[config.mk]
export PLATFORM = sky130hd
export DESIGN_NAME = pcie_line_scheduler_flat
export DESIGN_NICKNAME = d
export VERILOG_FILES = /design/src/rtl/pcie_line_scheduler_if.sv /design/src/rtl/pcie_line_scheduler.sv /design/src/flat_wrapper.sv
export SDC_FILE = /design/constraint.sdc
export NUM_CORES = 1
export LEC_CHECK = 0
export BUFFER_PORTS_ARGS = -buffer_cell sky130_fd_sc_hd__buf_4
export CAP_MARGIN = 0
export CORE_AREA = 5 5 83 85
export CTS_CLUSTER_DIAMETER = 80
export DETAILED_ROUTE_END_ITERATION = 10
export DIE_AREA = 0 0 88 90
export GPL_TIMING_DRIVEN = 0
export HOLD_SLACK_MARGIN = 0.06
export PLACE_DENSITY_LB_ADDON = 0.05
export SLEW_MARGIN = 20
export SYNTH_ARGS = -nofsm -noshare
export SYNTH_HDL_FRONTEND = slang
export SYNTH_SLANG_ARGS = --single-unit
[constraint.sdc]
create_clock -name sys_clk_i -period 1.91 [get_ports sys_clk_i]
set_input_delay 0.0955 -clock sys_clk_i [delete_from_list [all_inputs] [get_ports sys_clk_i]]
set_output_delay 0.0955 -clock sys_clk_i [all_outputs]
set_load 0.05 [all_outputs]
[src/rtl/pcie_line_scheduler_if.sv]
`default_nettype none
// ============================================================================
// pcie_line_scheduler_if
// Writer/DMA-side signal bundle for the ping-pong line scheduler.
// Rev 1.0
// ============================================================================
interface pcie_line_scheduler_if;
   logic        enable;
   logic        wr_line_done;
   logic        wr_buf_sel;
   logic        wr_buf_ready;
   logic        dma_req;
   logic        dma_ack;
   logic        rd_ready;
   logic        rd_en;
   logic        rd_buf_sel;
   logic [11:0] rd_addr;
   logic [15:0] line_idx;
   logic        frame_start;
   logic        frame_end;
   logic        overflow;
   logic [15:0] drop_cnt;

   modport master (
      output enable, wr_line_done, dma_ack, rd_ready,
      input  wr_buf_sel, wr_buf_ready, dma_req, rd_en, rd_buf_sel, rd_addr,
             line_idx, frame_start, frame_end, overflow, drop_cnt
   );

   modport slave (
      input  enable, wr_line_done, dma_ack, rd_ready,
      output wr_buf_sel, wr_buf_ready, dma_req, rd_en, rd_buf_sel, rd_addr,
             line_idx, frame_start, frame_end, overflow, drop_cnt
   );
endinterface
`default_nettype wire

[src/rtl/pcie_line_scheduler.sv]
`default_nettype none
// ============================================================================
// pcie_line_scheduler
// Ping-pong line-buffer scheduler between a line writer and a PCIe DMA reader.
// Rev 1.0
// ============================================================================
module pcie_line_scheduler #(
   parameter int LINE_WORDS  = 1920,
   parameter int FRAME_LINES = 1080
) (
   input  wire logic             sys_clk_i,
   input  wire logic             sys_rst_i,
   pcie_line_scheduler_if.slave  bus
);

   localparam logic [11:0] c_LAST_ADDR = 12'(LINE_WORDS - 1);
   localparam logic [15:0] c_LAST_LINE = 16'(FRAME_LINES - 1);

   typedef enum logic [1:0] {
      IDLE = 2'd0,
      REQ  = 2'd1,
      READ = 2'd2,
      DONE = 2'd3
   } state_t;

   state_t      state_q, state_d;
   logic [1:0]  full_q, full_d;
   logic        wr_sel_q, wr_sel_d;
   logic        rd_sel_q, rd_sel_d;
   logic [11:0] rd_addr_q, rd_addr_d;
   logic [15:0] line_idx_q, line_idx_d;
   logic [15:0] drop_cnt_q, drop_cnt_d;
   logic        overflow_q, overflow_d;
   logic        frame_start_q, frame_start_d;
   logic        frame_end_q, frame_end_d;
   logic        w_rd_en;
   logic        w_dma_req;

   always_ff @(posedge sys_clk_i or posedge sys_rst_i) begin
      if (sys_rst_i) begin
         state_q       <= IDLE;
         full_q        <= 2'b00;
         wr_sel_q      <= 1'b0;
         rd_sel_q      <= 1'b0;
         rd_addr_q     <= 12'd0;
         line_idx_q    <= 16'd0;
         drop_cnt_q    <= 16'd0;
         overflow_q    <= 1'b0;
         frame_start_q <= 1'b0;
         frame_end_q   <= 1'b0;
      end else begin
         state_q       <= state_d;
         full_q        <= full_d;
         wr_sel_q      <= wr_sel_d;
         rd_sel_q      <= rd_sel_d;
         rd_addr_q     <= rd_addr_d;
         line_idx_q    <= line_idx_d;
         drop_cnt_q    <= drop_cnt_d;
         overflow_q    <= overflow_d;
         frame_start_q <= frame_start_d;
         frame_end_q   <= frame_end_d;
      end
   end

   always_comb begin
      state_d       = state_q;
      full_d        = full_q;
      wr_sel_d      = wr_sel_q;
      rd_sel_d      = rd_sel_q;
      rd_addr_d     = rd_addr_q;
      line_idx_d    = line_idx_q;
      drop_cnt_d    = drop_cnt_q;
      overflow_d    = 1'b0;
      frame_start_d = 1'b0;
      frame_end_d   = 1'b0;
      w_rd_en       = 1'b0;
      w_dma_req     = 1'b0;

      // Writer side uses pre-DONE occupancy; read and write buffers never coincide.
      if (bus.wr_line_done) begin
         if (!full_q[wr_sel_q]) begin
            full_d[wr_sel_q] = 1'b1;
            wr_sel_d         = ~wr_sel_q;
         end else begin
            overflow_d = 1'b1;
            if (drop_cnt_q != 16'hFFFF) begin
               drop_cnt_d = drop_cnt_q + 16'd1;
            end
         end
      end

      case (state_q)
         IDLE: begin
            if (bus.enable && full_q[rd_sel_q]) begin
               state_d = REQ;
            end
         end
         REQ: begin
            w_dma_req = 1'b1;
            if (bus.dma_ack) begin
               state_d       = READ;
               rd_addr_d     = 12'd0;
               frame_start_d = (line_idx_q == 16'd0);
            end
         end
         READ: begin
            w_rd_en = bus.rd_ready;
            if (bus.rd_ready) begin
               if (rd_addr_q == c_LAST_ADDR) begin
                  state_d     = DONE;
                  frame_end_d = (line_idx_q == c_LAST_LINE);
               end else begin
                  rd_addr_d = rd_addr_q + 12'd1;
               end
            end
         end
         DONE: begin
            full_d[rd_sel_q] = 1'b0;
            rd_sel_d         = ~rd_sel_q;
            line_idx_d       = (line_idx_q == c_LAST_LINE) ? 16'd0 : line_idx_q + 16'd1;
            state_d          = IDLE;
         end
         default: state_d = IDLE;
      endcase
   end

   assign bus.wr_buf_sel   = wr_sel_q;
   assign bus.wr_buf_ready = ~full_q[wr_sel_q];
   assign bus.dma_req      = w_dma_req;
   assign bus.rd_en        = w_rd_en;
   assign bus.rd_buf_sel   = rd_sel_q;
   assign bus.rd_addr      = rd_addr_q;
   assign bus.line_idx     = line_idx_q;
   assign bus.frame_start  = frame_start_q;
   assign bus.frame_end    = frame_end_q;
   assign bus.overflow     = overflow_q;
   assign bus.drop_cnt     = drop_cnt_q;

endmodule
`default_nettype wire
[src/flat_wrapper.sv]
// flat-port wrapper written by rule: the top's interface ports become plain ports
module pcie_line_scheduler_flat 
#(
   parameter int LINE_WORDS  = 1920,
   parameter int FRAME_LINES = 1080
)
  (sys_clk_i, sys_rst_i, bus_enable, bus_wr_line_done, bus_dma_ack, bus_rd_ready, bus_wr_buf_sel, bus_wr_buf_ready, bus_dma_req, bus_rd_en, bus_rd_buf_sel, bus_rd_addr, bus_line_idx, bus_frame_start, bus_frame_end, bus_overflow, bus_drop_cnt);
  pcie_line_scheduler_if bus_i ();
  input  wire logic sys_clk_i;
  input  wire logic sys_rst_i;
  input wire logic [$bits(bus_i.enable)-1:0] bus_enable;
  input wire logic [$bits(bus_i.wr_line_done)-1:0] bus_wr_line_done;
  input wire logic [$bits(bus_i.dma_ack)-1:0] bus_dma_ack;
  input wire logic [$bits(bus_i.rd_ready)-1:0] bus_rd_ready;
  output wire logic [$bits(bus_i.wr_buf_sel)-1:0] bus_wr_buf_sel;
  output wire logic [$bits(bus_i.wr_buf_ready)-1:0] bus_wr_buf_ready;
  output wire logic [$bits(bus_i.dma_req)-1:0] bus_dma_req;
  output wire logic [$bits(bus_i.rd_en)-1:0] bus_rd_en;
  output wire logic [$bits(bus_i.rd_buf_sel)-1:0] bus_rd_buf_sel;
  output wire logic [$bits(bus_i.rd_addr)-1:0] bus_rd_addr;
  output wire logic [$bits(bus_i.line_idx)-1:0] bus_line_idx;
  output wire logic [$bits(bus_i.frame_start)-1:0] bus_frame_start;
  output wire logic [$bits(bus_i.frame_end)-1:0] bus_frame_end;
  output wire logic [$bits(bus_i.overflow)-1:0] bus_overflow;
  output wire logic [$bits(bus_i.drop_cnt)-1:0] bus_drop_cnt;
  assign bus_i.enable = bus_enable;
  assign bus_i.wr_line_done = bus_wr_line_done;
  assign bus_i.dma_ack = bus_dma_ack;
  assign bus_i.rd_ready = bus_rd_ready;
  assign bus_wr_buf_sel = bus_i.wr_buf_sel;
  assign bus_wr_buf_ready = bus_i.wr_buf_ready;
  assign bus_dma_req = bus_i.dma_req;
  assign bus_rd_en = bus_i.rd_en;
  assign bus_rd_buf_sel = bus_i.rd_buf_sel;
  assign bus_rd_addr = bus_i.rd_addr;
  assign bus_line_idx = bus_i.line_idx;
  assign bus_frame_start = bus_i.frame_start;
  assign bus_frame_end = bus_i.frame_end;
  assign bus_overflow = bus_i.overflow;
  assign bus_drop_cnt = bus_i.drop_cnt;
  pcie_line_scheduler #(.LINE_WORDS(LINE_WORDS), .FRAME_LINES(FRAME_LINES)) u_core (.sys_clk_i(sys_clk_i), .sys_rst_i(sys_rst_i), .bus(bus_i));
endmodule
==> results <==
- The post-synthesis sequential area ratio is 0.467.
- The standard cell area after detailed placement is 3460 µm².
- The floorplan die width is just under 90 µm.
- Traced cell by cell, the critical path runs through ha_4 -> and3_1 -> buf_6 -> nand4_4 -> a2111oi_4 -> mux2_4.
- The count of buffers added on input and output ports is 57.
- In this run the worst path has a maximum fanout of 5.
- After detailed routing, the number of remaining DRC violations is 0.
- For this configuration, the core starts out at a cell density of 0.463.
- The xor and xnor area share after synthesis is 0.0616.
- The worst hold path begins at bus_wr_line_done.
- The final estimated routing congestion in global placement is around 0.77.
- The clock sink total is 53.
- In the synthesized netlist the async set-or-reset flop fraction comes to 1.00.
- Of the total synthesized cell area, the portion taken by AND, OR, NAND and NOR gates is 0.230.
- The setup-violating endpoint count in the final report is 0.
- At the worst endpoint, the arrival time is between 2 and 2.5 ns.
- The largest family of logic cells by synthesized area is simple AND/OR/NAND/NOR gates.
- Of the cells placed in the final design, the portion with a size suffix greater than 1 is 0.358.
- The number of antenna diodes in the final layout is 0.
- The overall routing resource usage is 0.175.
- In the layout the commonest cells are sky130_fd_sc_hd__buf_4, sky130_fd_sc_hd__dfrtp_1, sky130_fd_sc_hd__nand2_1, sky130_fd_sc_hd__nand3_1, sky130_fd_sc_hd__dfrtp_2.
- The post-synthesis sequential element count is 53.
- The count of synthesis-stage warnings from yosys is 0.
- The startpoint identified for the worst register-to-register timing path is u_core.bus.rd_addr[1].
- Subtracting the final worst setup slack from the clock period gives 1.85 ns.
- The number of buffers created by CTS is 5.
- For this design the ratio of total power to cell area is between 1000 and 1500 nW/µm².
- The total power is between 4 and 5 mW.
- Of the total synthesized cell area, the portion taken by full adders, half adders and majority gates is 0.0396.
- The path class of the tightest hold or removal check is in2reg.
- The cell chosen for the clock root is sky130_fd_sc_hd__clkbuf_8.
- The clock tree from TritonCTS is yes.
- Of the available clock period, the critical path in the final layout requires 0.969.
- The first global-routing pass estimated 11300 µm of wire.
- After legalization and detailed placement, the total HPWL measured between 4000 and 5000 µm.
- The net count of the finished layout is 366.
- The worst setup path is of the reg2reg kind.
- The final cell area excluding filler cells is between 3000 and 4000 µm².
- Data on the critical path is required at its endpoint by between 2 and 2.5 ns.
- The H-tree was split into 2 levels.
- 58 I/O pins were placed.
- In this run, synthesis inferred 0 flip-flops with an integrated enable.
- The overall die height is about 90 µm.
- The post-synthesis instance total is 280.
- From synthesis to final layout, the design area changed by 29.8%.
- The maximum operating frequency is roughly 540 MHz.
- The transition time at the pin with the least slew margin is approximately 0.63 ns.
- The net count after synthesis is 295.
- STA classifies the critical path endpoint as a flip-flop.
- The worst hold path passes through 3 cells.
- The leakage power is roughly 1.7 nW.
- The number of routed nets with antenna violations is 0.
- The maximum root-to-sink buffer count is 2.
- The number of antenna violations at the first check in global routing came to 0.
- Entering global routing, the biggest net connects 54 pins.
- After synthesis, the share of cell area in mux cells is 0.0352.
- The total wirelength of the detailed-routed design is around 6500 µm.
- The clock edge transition at the registers on the reported setup and hold paths is about 0.09 ns.
- The biggest cell delay along the critical path is about 0.43 ns.
- The number of cells on the worst reg-to-reg path is 6.
- The main flop type after synthesis is sky130_fd_sc_hd__dfrtp_1.
- The total standard cell area after synthesis is roughly 2800 µm².
- The remaining global-route overflow is 0.
- The first detailed-routing pass took 4 iterations.
- The floorplan step defined a die boundary enclosing 7920 µm².
- The complex-gate fraction of the synthesized area is 0.135.
- The number of library cell types mapped by synthesis is 53.
- The routed via count divided by cell count is 5.60.
- The run finished with clean final reports.
- The floorplan core area is about 6000 µm².
- The post-layout worst setup margin is 0.0588 ns.
- The max-slew violation count came to 0.
- The count of endpoints failing hold in the final timing report is 0.
- Leaving out fill and tap cells, the most frequent cell in the layout is sky130_fd_sc_hd__buf_4.
- The number of global-route vias before repair is around 2300.
- Across the run, the number of max-cap violations was 0.
- In this run, the number of DRC markers left after iteration 0 of detailed routing was 73.
- On the critical path, the stage with the largest delay is an instance of sky130_fd_sc_hd__a2111oi_4.
- After detailed routing, the average wire length per cell comes to 15.2 µm.
- The final route contains between 2000 and 2500 vias.
- The headroom to the max-slew limit is 0.574.
- The critical path startpoint is u_core.bus.rd_addr[1].
- Each instance of the synthesized netlist takes up on average roughly 10 µm².
- In this run the core area contains 29 standard-cell rows.
- The later-pin clock latency in the skew report is approximately 0.3 ns.
- The worst setup slack after placement is -0.179 ns.
- The worst-case clock skew is 0.00669 ns.
- The startpoint kind of the worst setup timing path is a flip-flop.
- The peak supply drop is 0.000958 V.
-- synthesized netlist by cell type, drive strengths merged (2+ instances only) --
cell type   n  area share
nor3       10       0.018
xnor2       8       0.025
o211ai      2      0.0053
nand4       9       0.025
mux2        8       0.032
a211o       2      0.0062
nor2       12       0.016
dfrtp      53        0.47
and2        3      0.0066
nand2b      3      0.0066
or3         4      0.0088
o31ai       4       0.012
buf         2      0.0066
nor4        7       0.020
and3        8       0.018
nor4b       2      0.0084
or4         2      0.0053
a41oi       3      0.0092
xor2       12       0.037
o311ai      2      0.0062
inv        13       0.017
nand2      20       0.026
o22ai       2      0.0044
nor2b       3      0.0066
ha          9       0.040
nand3      19       0.033
a31oi       7       0.015
clkbuf      6      0.0084
and4        7       0.022
a21oi      15       0.028
o21ai      10       0.018
-- report_power, final --
group,leakage (nW),internal [mW],switching [mW]
sequential,0.666,1.38,0.321
combinational,0.937,0.880,1.58
clock,0.0512,0.295,0.371
-- logic make-up (layout without fill, tap and decap cells) --
group           after synthesis  in the layout
flops                        53             53
mux                           9              9
simple gates                112            112
buf+inv                      21             93
fa+ha+maj                     9              9
compound gates               56             56
xor+xnor                     20             20
-- stage by stage --
step | TNS, ns | cells | hold slack [ns] | util
after floorplan | -0.111 | 280 | 0.278 | -
after global placement | -16.16 | 414 | 0.409 | 0.564
after detailed placement | -1.60 | 414 | 0.248 | 0.564
after CTS | 0 | 423 | 0.0888 | 0.586
after global routing | -0.00502 | 429 | 0.0899 | 0.602
final | 0 | 429 | 0.0955 | 0.602
-- what timing repair did --
action,in CTS,in global routing
endpoints found under the setup margin,15,15
hold endpoints to repair,53,0
pin swaps,0,2
hold buffers,1,0
resized for setup,6,8
buffers inserted,2,7
-- critical path, delay by kind of cell, from the launching register on --
family,cells,cell delay (ns)
compound gates,1,0.43
flops,1,0.42
mux,1,0.33
simple gates,2,0.29
fa+ha+maj,1,0.15
buf+inv,1,0.12
-- final timing paths --
check / end / slack [ns]
max in group asynchronous: u_core.bus.rd_addr[5] / 1.00
max reg2reg: u_core.state_q[1] / 0.06
min in group asynchronous: u_core.bus.drop_cnt[4] / 0.44
max: u_core.state_q[1] / 0.06
min reg2reg: u_core.bus.drop_cnt[15] / 0.50
min: u_core.full_q[0] / 0.1
-- routing by layer --
metal	part of all wire	GRT usage	vias up
met5	0	0	-
met1	0.46	0.251	1140
met3	0.057	0.0356	12
met2	0.47	0.264	59
met4	0.020	0.0512	0
li1	-	-	1190
-- flip-flops by register name, summed over array words and instances, names as in the netlist --
signal	cells
u_core.bus.drop_cnt	16
u_core.bus.frame_end	1
u_core.bus.frame_start	1
u_core.bus.line_idx	16
u_core.bus.overflow	1
u_core.bus.rd_addr	12
u_core.bus.rd_buf_sel	1
u_core.bus.wr_buf_sel	1
u_core.full_q	2
u_core.state_q	2
-- area by class of cell --
cell class | count | area (µm²)
plain buffers | 5 | 35.0
clock buffers | 6 | 82.6
clock inverters | 2 | 13.8
fillers | 543 | 2440
inverters | 13 | 51.3
multi-input cells | 206 | 1560
flip-flops and latches | 53 | 1350
well taps | 77 | 96.3
repair buffers | 67 | 505
No activity file was read; power rests on OpenSTA's default activity.
